### config.mk
export PLATFORM = sky130hd
export DESIGN_NAME = rep5_tx_flat
export DESIGN_NICKNAME = d
export VERILOG_FILES = /design/src/rtl/rep5_tx_if.sv /design/src/rtl/rep5_tx.sv /design/src/flat_wrapper.sv
export SDC_FILE = /design/constraint.sdc
export NUM_CORES = 1
export LEC_CHECK = 0
export BUFFER_PORTS_ARGS = -buffer_cell sky130_fd_sc_hd__buf_2
export CORE_MARGIN = 3
export CORE_UTILIZATION = 46
export DETAILED_ROUTE_END_ITERATION = 16
export PLACE_DENSITY = 0.67
export SLEW_MARGIN = 20
export SYNTH_ARGS = -nofsm -noshare
export SYNTH_HDL_FRONTEND = slang
export SYNTH_SLANG_ARGS = --single-unit
### constraint.sdc
create_clock -name clk -period 3.2 [get_ports clk]
set_clock_uncertainty 0.15 [all_clocks]
set_input_delay 0.64 -clock clk [delete_from_list [all_inputs] [get_ports clk]]
set_output_delay 0.64 -clock clk [all_outputs]
set_load 0.1 [all_outputs]
### src/rtl/rep5_tx_if.sv
// Word-offer handshake into the five-lane redundant serial transmitter.
// The producer drives data and fault mask; the transmitter returns ready.
interface rep5_tx_if #(
  parameter int WIDTH = 8
);
  logic             in_valid;
  logic             in_ready;
  logic [WIDTH-1:0] in_data;
  logic [4:0]       inj_mask;

  modport master (
    output in_valid,
    output in_data,
    output inj_mask,
    input  in_ready
  );

  modport slave (
    input  in_valid,
    input  in_data,
    input  inj_mask,
    output in_ready
  );
endinterface

### src/rtl/rep5_tx.sv
// Five-lane redundant UART-style transmitter for a 5-way majority receiver.
// Frame: start, WIDTH data bits MSB-first, stop; each lane XORed with a mask.
module rep5_tx #(
  parameter int WIDTH      = 8,
  parameter bit IDLE_LEVEL = 1'b1
) (
  input  logic       clk,
  input  logic       rst_n,
  rep5_tx_if.slave   src,
  output logic       pa,
  output logic       pb,
  output logic       pc,
  output logic       pd,
  output logic       pe,
  output logic       tx_active,
  output logic       tx_last
);

  localparam int CW = $clog2(WIDTH + 1);
  localparam logic [CW-1:0] LAST = CW'(WIDTH);

  typedef enum logic [1:0] {
    IDLE,
    START,
    DATA,
    STOP
  } state_t;

  state_t           state;
  state_t           state_d;
  logic [CW-1:0]    cnt;
  logic [CW-1:0]    cnt_d;
  logic [WIDTH-1:0] sh;
  logic [WIDTH-1:0] sh_d;
  logic [4:0]       mask;
  logic [4:0]       mask_d;
  logic [4:0]       lane;
  logic [4:0]       lane_d;
  logic             rdy;
  logic             rdy_d;
  logic             act_d;
  logic             last_d;
  logic             accept;

  assign accept       = src.in_valid & rdy;
  assign src.in_ready = rdy;
  assign {pe, pd, pc, pb, pa} = lane;

  always_comb begin
    state_d = state;
    cnt_d   = cnt;
    sh_d    = sh;
    mask_d  = mask;
    lane_d  = lane;
    unique case (state)
      IDLE, STOP: begin
        if (accept) begin
          state_d = START;
          sh_d    = src.in_data;
          mask_d  = src.inj_mask;
          cnt_d   = '0;
          lane_d  = {5{~IDLE_LEVEL}} ^ src.inj_mask;
        end else begin
          state_d = IDLE;
          lane_d  = {5{IDLE_LEVEL}};
        end
      end
      START: begin
        state_d = DATA;
        lane_d  = {5{sh[WIDTH-1]}} ^ mask;
        sh_d    = sh << 1;
        cnt_d   = CW'(1);
      end
      DATA: begin
        if (cnt == LAST) begin
          state_d = STOP;
          lane_d  = {5{IDLE_LEVEL}} ^ mask;
        end else begin
          lane_d = {5{sh[WIDTH-1]}} ^ mask;
          sh_d   = sh << 1;
          cnt_d  = cnt + CW'(1);
        end
      end
      default: begin
        state_d = IDLE;
        lane_d  = {5{IDLE_LEVEL}};
      end
    endcase
  end

  // Flags are registered from the next state so they align with the lanes.
  always_comb begin
    rdy_d  = (state_d == IDLE) || (state_d == STOP);
    act_d  = (state_d != IDLE);
    last_d = (state_d == STOP);
  end

  always_ff @(posedge clk or negedge rst_n) begin
    if (!rst_n) begin
      state     <= IDLE;
      cnt       <= '0;
      sh        <= '0;
      mask      <= '0;
      lane      <= {5{IDLE_LEVEL}};
      rdy       <= 1'b0;
      tx_active <= 1'b0;
      tx_last   <= 1'b0;
    end else begin
      state     <= state_d;
      cnt       <= cnt_d;
      sh        <= sh_d;
      mask      <= mask_d;
      lane      <= lane_d;
      rdy       <= rdy_d;
      tx_active <= act_d;
      tx_last   <= last_d;
    end
  end

endmodule

### src/flat_wrapper.sv
// flat-port wrapper written by rule: the top's interface ports become plain ports
module rep5_tx_flat 
#(
  parameter int WIDTH      = 8,
  parameter bit IDLE_LEVEL = 1'b1
)
  (clk, rst_n, pa, pb, pc, pd, pe, tx_active, tx_last, src_in_valid, src_in_data, src_inj_mask, src_in_ready);
  rep5_tx_if #(.WIDTH(WIDTH)) src_i ();
  input  logic clk;
  input  logic rst_n;
  output logic pa;
  output logic pb;
  output logic pc;
  output logic pd;
  output logic pe;
  output logic tx_active;
  output logic tx_last;
  input wire logic [$bits(src_i.in_valid)-1:0] src_in_valid;
  input wire logic [$bits(src_i.in_data)-1:0] src_in_data;
  input wire logic [$bits(src_i.inj_mask)-1:0] src_inj_mask;
  output wire logic [$bits(src_i.in_ready)-1:0] src_in_ready;
  assign src_i.in_valid = src_in_valid;
  assign src_i.in_data = src_in_data;
  assign src_i.inj_mask = src_inj_mask;
  assign src_in_ready = src_i.in_ready;
  rep5_tx #(.WIDTH(WIDTH), .IDLE_LEVEL(IDLE_LEVEL)) u_core (.clk(clk), .rst_n(rst_n), .src(src_i), .pa(pa), .pb(pb), .pc(pc), .pd(pd), .pe(pe), .tx_active(tx_active), .tx_last(tx_last));
endmodule
After elaboration in Yosys (flattened, before gate mapping)
Cells that the tools add are included.
- add/subtract/negate cells: 1
- $mul: 0
- divide/modulo/power cells: 0
- order comparisons: 0
- equal/unequal tests: 7
- shifts and indexed selects: 0
- muxes and demuxes: 12
- bitwise logic cells: 3
- reduce and logical (&&, ||, !) cells: 7
- operators with widths (operator ; number):
    8-bit one-hot mux with 3 select lines ; 1
    8-bit two-way mux ; 2
    5-bit one-hot mux with 3 select lines ; 1
    4-bit one-hot mux with 3 select lines ; 1
    5-bit two-way mux ; 2
    4-bit two-way mux ; 2
    2-bit == test (second input constant) ; 3
    2-bit one-hot mux with 3 select lines ; 1
    5-bit inverter ; 1
    5-bit bitwise XOR ; 1
    4-bit by 1-bit adder with 4-bit output (second input constant) ; 1
    4-bit == test (second input constant) ; 1
    2-bit logical NOT ; 2
    2-bit AND reduction ; 2
    2-bit by 1-bit == test with 1-bit output (second input constant) ; 1
    2-bit two-way mux ; 1
    2-bit by 1-bit != test with 1-bit output (second input constant) ; 1
    2-bit != test (second input constant) ; 1
    2-bit nonzero test ; 1
    2-bit OR reduction ; 1
    1-bit bitwise AND ; 1
    1-bit logical OR ; 1
    1-bit two-way mux ; 1
- flip-flop bits (word level): 27
- latch bits: 0
- memory bits (writable): 0
- bits in read-only memories: 0
- input port bits: 16
- output and inout port bits: 8
- logic and storage cells: 38
- memories: 0

Logic depth before layout (Yosys ltp)
Gate-level depths: netlist of the first run.
- word-level depth: 5
- depth in mapped cells: 9
- gate-level depth less buffers: 7

Worst setup path after synthesis of the first run
Ideal clock, no wire load.
- path type: flip-flop to flip-flop
- start: reg u_core.rdy, in the netlist u_core.src.in_ready
- end: reg u_core.rdy, in the netlist u_core.src.in_ready
- setup time: 0.113 ns
- data arrival time: 1.881 ns
- required time: 2.937 ns
- slack: 1.056 ns
- cell stages (with the launch flop): 6
- path buffers: 1
- clock period less this slack: 2.144 ns
- path through: dfrtp_1 > nand3_1 > buf_2 > and2_1 > ha_1 > inv_1
- longest elaborated chain between the ends: 5
- elaborated cells on any way between the ends: 6
- those cells by class: eq/ne (1); mux (2); bitwise (1); reduce/logical (2)
- ends and longest elaborated chain (what ; line ; source):
    start, declared ; rep5_tx.sv:39 ; logic rdy;
    start signal, assigned ; rep5_tx.sv:114 ; rdy <= rdy_d;
    1-bit bitwise AND (*) ; rep5_tx.sv:45 ; assign accept = src.in_valid & rdy;
    1-bit two-way mux (*) ; rep5_tx.sv:57 ; if (accept) begin
    2-bit one-hot mux with 3 select lines (*) ; rep5_tx.sv:55 ; unique case (state)
    2-bit == test / 2-bit logical NOT (equally long branches) ; rep5_tx.sv:93 ; rdy_d = (state_d == IDLE) || (state_d == STOP);
    1-bit logical OR (*) ; rep5_tx.sv:93 ;
    via u_core.rdy_d ; rep5_tx.sv:40 ; logic rdy_d;
The timed path passes the listed nets; every way through them passes the cells marked *.
A chain may end at the register's enable or synchronous reset.

Worst setup path after layout of the first run
- start: reg u_core.state[0]
- end: reg u_core.rdy, in the netlist u_core.src.in_ready
- longest elaborated chain between the ends: 5
- elaborated cells on any way between the ends: 10
- those cells by class: eq/ne (4); mux (2); reduce/logical (4)
- ends and longest elaborated chain (what ; line ; source):
    start, declared ; rep5_tx.sv:29 ; state_t state;
    start signal, assigned ; rep5_tx.sv:109 ; state <= state_d;
    2-bit == test / 2-bit logical NOT (equally long branches) ; rep5_tx.sv:55 ;
    2-bit OR reduction ; rep5_tx.sv:55 ;
    2-bit one-hot mux with 3 select lines (*) ; rep5_tx.sv:55 ;
    2-bit == test / 2-bit logical NOT (equally long branches) ; rep5_tx.sv:93 ;
    1-bit logical OR (*) ; rep5_tx.sv:93 ;
    via u_core.rdy_d ; rep5_tx.sv:40 ;
Marked as above.

==> results of run 1 <==
worst max path at each step:
stage                                        from                            end  cells after the start
floorplan           u_core.src.in_ready$_DFF_PN0_  u_core.src.in_ready$_DFF_PN0_                      5
global placement        u_core.cnt[0]$_DFFE_PN0P_  u_core.src.in_ready$_DFF_PN0_                      7
detailed placement      u_core.cnt[0]$_DFFE_PN0P_  u_core.src.in_ready$_DFF_PN0_                      7
CTS                     u_core.state[0]$_DFF_PN0_  u_core.src.in_ready$_DFF_PN0_                      6
global route            u_core.state[0]$_DFF_PN0_  u_core.src.in_ready$_DFF_PN0_                      6
finish                  u_core.state[0]$_DFF_PN0_  u_core.src.in_ready$_DFF_PN0_                      6
worst max-delay path, cell delays in order, from the launching register on:
cell and delay, ns:
dfrtp_1 0.41, inv_1 0.05, ha_1 0.44, nand3_1 0.46, and2_1 0.31, ha_1 0.27, inv_1 0.04
metal layers:
layer,vias up,track usage [%],part of all wire (%)
met4,0,6.97,0.75
met1,481,21.0,46
met2,22,27.0,50
met3,2,3.14,3.8
met5,-,0,0
li1,515,-,-
Yosys cell counts, types with 2 or more instances:
| library cell | number |
|---|---|
| a21oi_1 | 16 |
| buf_2 | 4 |
| buf_6 | 3 |
| dfrtp_1 | 22 |
| dfstp_2 | 5 |
| ha_1 | 6 |
| inv_1 | 11 |
| mux2_2 | 5 |
| mux2i_1 | 8 |
| nand2_1 | 6 |
| nand3_1 | 8 |
| nor2_1 | 12 |
| o21ai_0 | 2 |
| o21ai_1 | 6 |
| or3_1 | 5 |
| xor2_1 | 5 |
cell type report:
type | instances | area [µm²] | share of cell area [%]
Clock inverter | 1 | 7.51 | 0.485
Sequential cell | 27 | 682 | 44.1
Timing Repair Buffer | 24 | 123 | 7.92
Tap cell | 31 | 38.8 | 2.51
Multi-Input combinational cell | 93 | 633 | 40.9
Clock buffer | 3 | 22.5 | 1.46
Inverter | 11 | 41.3 | 2.67
flip-flops by register name (all words and copies together) (netlist names):
register             cells
u_core.mask              5
u_core.src.in_ready      1
u_core.tx_last           1
u_core.sh                8
u_core.state             2
u_core.lane              5
u_core.cnt               4
u_core.tx_active         1
kinds of logic after synthesis:
logic type      Yosys count
simple gates             35
compound gates           33
flops                    27
buf+inv                  19
mux                      13
xor+xnor                  6
fa+ha+maj                 6
layout by cell type, fill, tap and decap left out:
cell type	netlist	routed
nand2_1	6	6
dfstp_2	5	5
clkbuf_4	0	3
a21oi_2	1	1
o211ai_1	1	1
nor3_1	1	1
o21ai_0	2	2
xor2_1	5	5
ha_1	6	6
nor2_2	1	1
dfrtp_1	22	22
and2_1	1	1
clkinvlp_4	0	1
o22ai_1	1	1
a21oi_1	16	16
mux2_2	5	5
mux2i_1	8	8
a221o_1	1	1
buf_2	4	23
and3b_1	1	1
o21ai_1	6	6
a22o_1	1	1
a21o_1	1	1
nand3_1	8	8
a21oi_4	1	1
a211oi_1	1	1
or3_1	5	5
buf_4	0	1
xnor2_1	1	1
inv_1	11	11
a21boi_2	1	1
nor2_1	12	12
stage by stage:
step                      instances  setup slack [ns]
after global placement          186              1.04
after floorplan                 139              1.06
after CTS                       190             0.990
after detailed placement        186              1.02
after global routing            190             0.783
final                           190             0.985
==> flow_summary.json, run 1 <==
{
  "grt_max_degree": 28,
  "core_area_um2": 2850,
  "synth_ff_type": "dfrtp_1",
  "rsz0062_at_grt": "false",
  "drt-initial-drc-count": 37,
  "reg2reg_to": "u_core.src.in_ready$_DFF_PN0_",
  "tightest_slew_ns": 0.630,
  "cts-root-buf": "clkbuf_4",
  "dp_hpwl_mm": 1.89,
  "muxShareOfSynthArea_pct": 9.65,
  "max_freq_mhz": 451,
  "postLayoutCellArea_um2": 1550,
  "async_flop_share_pct": 100,
  "htreeDepth": 1,
  "ys_ff_latch": 27,
  "antenna_found_initial": 0,
  "cap_violations": 0,
  "die_w_um": 61.4,
  "drt_first_pass_iters": 4,
  "dieArea_um2": 3770,
  "hold_slack_ns": 0.140,
  "synth_area_leaders": "dfrtp_1 39%, dfstp_2 9.3%, a21oi_1 5.7%",
  "die_h_um": 61.4,
  "vias": 1020,
  "synth-compound-area-share_pct": 14.4,
  "synth_edf_count": 0,
  "cts_buffer_depth": 2,
  "grt_usage_pct": 16.4,
  "synth_area_per_cell_um2": 10.2,
  "worstHoldPathType": "input port to async pin",
  "grt_pass1_vias": 982,
  "cp-start-kind": "flip-flop",
  "syn_area_um2": 1410,
  "cp.required_ns": 3.29,
  "synth_top_area_share_pct": 38.9,
  "area_growth_pct": 9.47,
  "crit-reg2reg-launch": "u_core.state[0]$_DFF_PN0_",
  "cp.arrival_ns": 2.31,
  "nNetsFinal": 182,
  "synthXorXnorAreaFrac_pct": 3.72,
  "grt.overflow.total": 0,
  "timing.final.crit_share_pct": 69.2,
  "start_util_pct": 49.6,
  "finalSetupViolations": 0,
  "cts.sinks": 27,
  "path_clk_slew_ns": 0.15,
  "finalWirelength_mm": 2.68,
  "via_per_inst": 5.37,
  "post-cts-setup-buffers": 0,
  "holdBufCountCts": 0,
  "gp_congestion": 0.772,
  "placedInstanceArea_um2": 1520,
  "synth_adder_area_share_pct": 5.31,
  "cts_tree": "done",
  "yosysUniqueCellTypes": 31,
  "wl_per_cell_um": 14.1,
  "cts_inserted_buffers": 3,
  "yosysSeqAreaShare_pct": 48.2,
  "cts_resized": 0,
  "reg2reg_slack_ns": 0.99,
  "hold_viol": 0,
  "worstRegToRegCells": 6,
  "ant_nets": 0,
  "ios": 24,
  "path_class": "flip-flop to flip-flop",
  "end_kind": "flip-flop",
  "fillers": 273,
  "tns_ns": 0,
  "antenna_cells": 0,
  "yosys.area.top_type": "dfrtp_1",
  "status": "complete, no violations",
  "final_util_pct": 54.3,
  "grt_pass1_wl_mm": 4.51,
  "maxSlewViolCount": 0,
  "worstSkewPairLatency_ns": 0.33,
  "synth-simple-area-share_pct": 11.7,
  "slew_headroom_pct": 58.0,
  "synth_top_family_by_area": "compound AO/OA/AOI/OAI gates",
  "synth_nets": 161,
  "io_buffers": 23,
  "rows": 19,
  "netlist_instances": 139,
  "timing.final.crit_period_ns": 2.21,
  "drc": 0,
  "drive_above_1_share_pct": 26.4,
  "synth_warnings": 0,
  "worst-path-max-fanout": 13
}
Power of run 1 is not shown: default switching activity piles up to over one toggle a cycle in this logic, so the estimate is an artifact.
==> run 2: changes to the inputs <==
--- a/config.mk
+++ b/config.mk
@@ -5,11 +5,12 @@
 export SDC_FILE = /design/constraint.sdc
 export NUM_CORES = 1
 export LEC_CHECK = 0
+export ABC_AREA = 1
 export BUFFER_PORTS_ARGS = -buffer_cell sky130_fd_sc_hd__buf_2
 export CORE_MARGIN = 3
 export CORE_UTILIZATION = 46
 export DETAILED_ROUTE_END_ITERATION = 16
-export PLACE_DENSITY = 0.67
+export PLACE_DENSITY = 0.7
 export SLEW_MARGIN = 20
 export SYNTH_ARGS = -nofsm -noshare
 export SYNTH_HDL_FRONTEND = slang
==> constraint.sdc (replaced) <==
create_clock -name clk -period 2 [get_ports clk]
set_clock_uncertainty 0.15 [all_clocks]
set_input_delay 0.4 -clock clk [delete_from_list [all_inputs] [get_ports clk]]
set_output_delay 0.4 -clock clk [all_outputs]
set_load 0.1 [all_outputs]
==> run 2 against run 1 <==
Compared with the run above:
- area after synthesis up 5.5%
- wire length up 1.2%
- synthesized cell count increased by 33%
- setup slack lost 0.81 ns
- flip-flop and latch count did not move
- cell count increased by 35%
- utilization grew 0.46 points
- critical endpoint is now pb
- largest cell class unchanged
==> flow_summary.json, run 2 <==
{
  "ys_ff_latch": 27,
  "htreeDepth": 1,
  "cts_buffer_depth": 2,
  "drt-initial-drc-count": 60,
  "path_buf_inv": 1,
  "cp.arrival_ns": 1.27,
  "crit-reg2reg-launch": "u_core.state[0]$_DFF_PN0_",
  "worstHoldPathType": "input port to flip-flop",
  "max_freq_mhz": 548,
  "hold-path-endpoint": "u_core.sh[0]$_DFFE_PN0P_",
  "status": "complete, no violations",
  "finalWirelength_mm": 2.72,
  "cts_tree": "done",
  "critical-path-max-stage-delay_ns": 0.54,
  "timing.final.crit_share_pct": 91.2,
  "tightest_slew_ns": 0.582,
  "synth_area_leaders": "dfrtp_1 37%, nand2_1 14%, dfstp_2 8.8%",
  "dieArea_um2": 3960,
  "synth_warnings": 0,
  "end_kind": "output port",
  "wl_per_cell_um": 10.6,
  "yosys-top-cells-count": "56 x nand2_1, 27 x inv_1, 22 x dfrtp_1",
  "via_per_inst": 4.73,
  "drive_above_1_share_pct": 24.5,
  "synth_edf_count": 0,
  "yosysSeqAreaShare_pct": 45.7,
  "synth-compound-area-share_pct": 11.6,
  "drc": 0,
  "cap_violations": 0,
  "cts_inserted_buffers": 3,
  "drt_first_pass_iters": 5,
  "tns_ns": 0,
  "grt_pass1_wl_mm": 5.01,
  "grt_usage_pct": 15.5,
  "core_area_um2": 3080,
  "cts.sinks": 27,
  "io_buffers": 23,
  "reg2reg_to": "u_core.src.in_ready$_DFF_PN0_",
  "setup_slack_ns": 0.175,
  "dp_cells": 251,
  "timing.final.crit_period_ns": 1.82,
  "layout_common_cells": "56 x nand2_1, 27 x inv_1, 23 x buf_2, 22 x dfrtp_1, 13 x nand3_1",
  "top_regs": "u_core.sh x8, u_core.lane x5, u_core.mask x5",
  "async_flop_share_pct": 100,
  "ant_nets": 0,
  "synth_adder_area_share_pct": 5.03,
  "area_growth_pct": 12.9,
  "post_layout_nonfiller_instances": 256,
  "rows": 20,
  "top_register": "u_core.sh",
  "grt_max_degree": 28,
  "nNetsFinal": 235,
  "syn_area_um2": 1490,
  "grt_pass1_vias": 1128,
  "die_h_um": 62.9,
  "rsz0062_at_grt": "false",
  "worstSkewPairLatency_ns": 0.32,
  "pre_cts_ws_ns": 0.233,
  "path_cells": "buf_2",
  "die_w_um": 62.9,
  "slowest_stage": "dfstp_2",
  "finalSetupViolations": 0,
  "antenna_found_initial": 0,
  "maxSlewViolCount": 0,
  "gp_congestion": 0.746,
  "ios": 24,
  "synth_area_per_cell_um2": 8.06,
  "layout_commonest_cell": "nand2_1",
  "cp-start-kind": "flip-flop",
  "synthXorXnorAreaFrac_pct": 0,
  "grt.overflow.total": 0,
  "largest_register_ffs": 8,
  "dp_hpwl_mm": 2.04,
  "synth_ff_type": "dfrtp_1",
  "yosysUniqueCellTypes": 24,
  "min-delay-start": "src_in_data[0]",
  "path_class": "flip-flop to output port",
  "cts-root-buf": "clkbuf_4",
  "hold_viol": 0,
  "antenna_cells": 0,
  "crit_family": "flip-flops",
  "synthMostInstantiatedCell": "nand2_1",
  "path_clk_slew_ns": 0.15,
  "slew_headroom_pct": 61.2,
  "cts_resized": 0,
  "synth_top_area_share_pct": 36.9,
  "worst-path-max-fanout": 1,
  "start_util_pct": 48.5,
  "synth_nets": 207,
  "cp.required_ns": 1.45,
  "worstRegToRegCells": 8,
  "netlist_instances": 185,
  "synth_top_family_by_area": "simple AND/OR/NAND/NOR gates",
  "reg2reg_slack_ns": 0.21,
  "vias": 1211,
  "worstHoldPathCells": 3,
  "synth-simple-area-share_pct": 26.4,
  "muxShareOfSynthArea_pct": 0,
  "yosys.area.top_type": "dfrtp_1"
}
run 2: area by class of cell:
type                    count  area, µm²
clock buffers               3       22.5
flip-flops and latches     27        682
clock inverters             1       5.00
inverters                  30        115
fillers                   301       1390
well taps                  44       55.1
repair buffers             29        163
multi-input cells         122        642
run 2: worst register-to-register path, cell delays in order (launching register included):
cell,delay [ns]
dfrtp_1,0.38
inv_1,0.06
ha_1,0.37
nor2_1,0.21
nand2_1,0.08
nand2_1,0.11
inv_1,0.05
ha_1,0.26
inv_1,0.03
run 2: worst max-delay path by stage:
stage	startpoint	endpoint	slack, ns	depth (start not counted)
floorplan	u_core.src.in_ready$_DFF_PN0_	u_core.src.in_ready$_DFF_PN0_	0.01	6
global placement	u_core.state[0]$_DFF_PN0_	u_core.src.in_ready$_DFF_PN0_	0.29	8
detailed placement	u_core.state[0]$_DFF_PN0_	u_core.src.in_ready$_DFF_PN0_	0.23	8
CTS	u_core.lane[0]$_DFF_PN1_	pa	0.16	1
global route	u_core.state[0]$_DFF_PN0_	u_core.src.in_ready$_DFF_PN0_	0.05	8
finish	u_core.lane[1]$_DFF_PN1_	pb	0.18	1
run 2: cells by family (layout without fill, tap and decap cells):
group                    count (synthesis)  in the layout
adder cells (fa/ha/maj)                  6              6
flip-flops                              27             27
AND/OR/NAND/NOR                         88             88
AO/OA/AOI/OAI                           28             28
buffers and inverters                   36             63
run 2: stage by stage:
| step | hold WS [ns] | util (%) | instance area [µm²] |
|---|---|---|---|
| final | 0.172 | 54.7 | 1680 |
| after global routing | 0.180 | 54.7 | 1680 |
| after CTS | 0.168 | 54.7 | 1680 |
| after detailed placement | 0.286 | 53.5 | 1650 |
| after global placement | 0.283 | 53.5 | 1650 |
| after floorplan | -0.0456 | - | 1490 |
run 2: timing repair:
action                    in CTS  in global routing
setup buffers                  0                  0
hold endpoints to repair      22                  0
hold buffers                   1                  0
run 2: routing by layer:
metal / wire length (µm) / up-vias / global-route usage [%]
met1: 1340 / 542 / 20.9
met2: 1240 / 25 / 24.4
met5: 0 / - / 0
met3: 99 / 4 / 1.98
met4: 42 / 0 / 7.44
li1: - / 640 / -
Power of run 2 is left out for the same reason.
==> run 3: changes to the inputs <==
--- a/config.mk
+++ b/config.mk
@@ -11,6 +11,7 @@
 export CORE_UTILIZATION = 46
 export DETAILED_ROUTE_END_ITERATION = 16
 export PLACE_DENSITY = 0.7
+export REMOVE_ABC_BUFFERS = 1
 export SLEW_MARGIN = 20
 export SYNTH_ARGS = -nofsm -noshare
 export SYNTH_HDL_FRONTEND = slang
==> run 3 against run 2 <==
Compared with the run above:
- fmax up 0.20%
- wire length down 1.6%
- cell count up 0.39%
- die area unchanged
- critical endpoint is now pa
==> flow_summary.json, run 3 (same netlist as run 2, synthesis figures left out) <==
{
  "finalSetupViolations": 0,
  "ant_nets": 0,
  "layout_common_cells": "56 x nand2_1, 27 x inv_1, 23 x buf_2, 22 x dfrtp_1, 13 x nand3_1",
  "htreeDepth": 1,
  "finalWirelength_mm": 2.67,
  "worstHoldPathType": "input port to flip-flop",
  "cp-start-kind": "flip-flop",
  "cp.required_ns": 1.45,
  "holdBufCountCts": 1,
  "cts.sinks": 27,
  "drt-initial-drc-count": 63,
  "area_growth_pct": 13.4,
  "drt_first_pass_iters": 4,
  "grt.overflow.total": 0,
  "rsz0062_at_grt": "false",
  "path_buf_inv": 1,
  "slew_headroom_pct": 60.1,
  "status": "complete, no violations",
  "timing.final.crit_share_pct": 91.0,
  "largest_register_ffs": 8,
  "timing.final.crit_period_ns": 1.82,
  "path_cells": "buf_2",
  "drc": 0,
  "worstHoldPathCells": 3,
  "fillers": 313,
  "wl_per_cell_um": 10.4,
  "cts-root-buf": "clkbuf_4",
  "gp_congestion": 0.820,
  "worstSkewPairLatency_ns": 0.32,
  "worstRegToRegCells": 9,
  "die_h_um": 62.9,
  "grt_usage_pct": 15.5,
  "nNetsFinal": 236,
  "drive_above_1_share_pct": 24.9,
  "hold_slack_ns": 0.176,
  "antenna_found_initial": 0,
  "dp_hpwl_mm": 1.96,
  "worstSetupPathDepth": 1,
  "antenna_cells": 0,
  "postLayoutCellArea_um2": 1690,
  "grt_pass1_vias": 1179,
  "slowest_stage": "dfstp_2",
  "critical-path-max-stage-delay_ns": 0.54,
  "cts_resized": 0,
  "worst-path-max-fanout": 1,
  "path_class": "flip-flop to output port",
  "top_regs": "u_core.sh x8, u_core.lane x5, u_core.mask x5",
  "cts_tree": "done",
  "crit_family": "flip-flops",
  "hold_viol": 0,
  "top_register": "u_core.sh",
  "post-cts-setup-buffers": 0,
  "maxSlewViolCount": 0,
  "start_util_pct": 48.5,
  "layout_commonest_cell": "nand2_1",
  "pre_cts_ws_ns": 0.266,
  "setup_slack_ns": 0.179,
  "dieArea_um2": 3960,
  "path_clk_slew_ns": 0.14,
  "cts_buffer_depth": 2,
  "via_per_inst": 4.72,
  "cts_inserted_buffers": 3,
  "cp.arrival_ns": 1.27,
  "end_kind": "output port",
  "cap_violations": 0,
  "die_w_um": 62.9,
  "rows": 20,
  "io_buffers": 23,
  "grt_max_degree": 28,
  "vias": 1213,
  "max_freq_mhz": 549,
  "ios": 24,
  "tightest_slew_ns": 0.598,
  "core_area_um2": 3080,
  "placedInstanceArea_um2": 1650,
  "grt_pass1_wl_mm": 4.97
}
## run 3: cell count changes in the layout (fill, tap and decap cells not counted), sizes merged
cell	change
buf	+1
## run 3: path summary, 6_finish.rpt
check,end,startpoint,slack [ns]
hold reg to reg,u_core.sh[0]$_DFFE_PN0P_,u_core.sh[0]$_DFFE_PN0P_,0.37
hold / removal,u_core.mask[2]$_DFFE_PN0P_,src_inj_mask[2],0.18
min in group asynchronous,u_core.cnt[1]$_DFFE_PN0P_,rst_n,0.44
setup reg to reg,u_core.cnt[3]$_DFFE_PN0P_,u_core.state[0]$_DFF_PN0_,0.25
setup / recovery,pa,u_core.lane[0]$_DFF_PN1_,0.18
max in group asynchronous,u_core.sh[7]$_DFFE_PN0P_,rst_n,0.87
## run 3: area by class of cell
cell class	count	area (µm²)	share of cell area, %
clock buffers	3	22.5	1.33
clock inverters	1	5.00	0.296
inverters	30	115	6.80
multi-input cells	122	642	37.9
flip-flops and latches	27	682	40.3
well taps	44	55.1	3.25
repair buffers	30	170	10.1
## run 3: through the flow
step / TNS [ns] / instances / util, %
after floorplan: -0.194 / 179 / -
after global placement: 0 / 252 / 53.7
after detailed placement: 0 / 252 / 53.7
after CTS: 0 / 257 / 55.0
after global routing: 0 / 257 / 55.0
final: 0 / 257 / 55.0
## run 3: routing by layer
metal | global-route usage, % | share of wire [%] | vias to the layer above
met5 | 0 | 0 | -
met4 | 3.86 | 0.37 | 0
met3 | 4.14 | 4.6 | 2
met2 | 25.8 | 46 | 26
met1 | 19.8 | 49 | 547
li1 | - | - | 638
Power of run 3 is left out for the same reason.
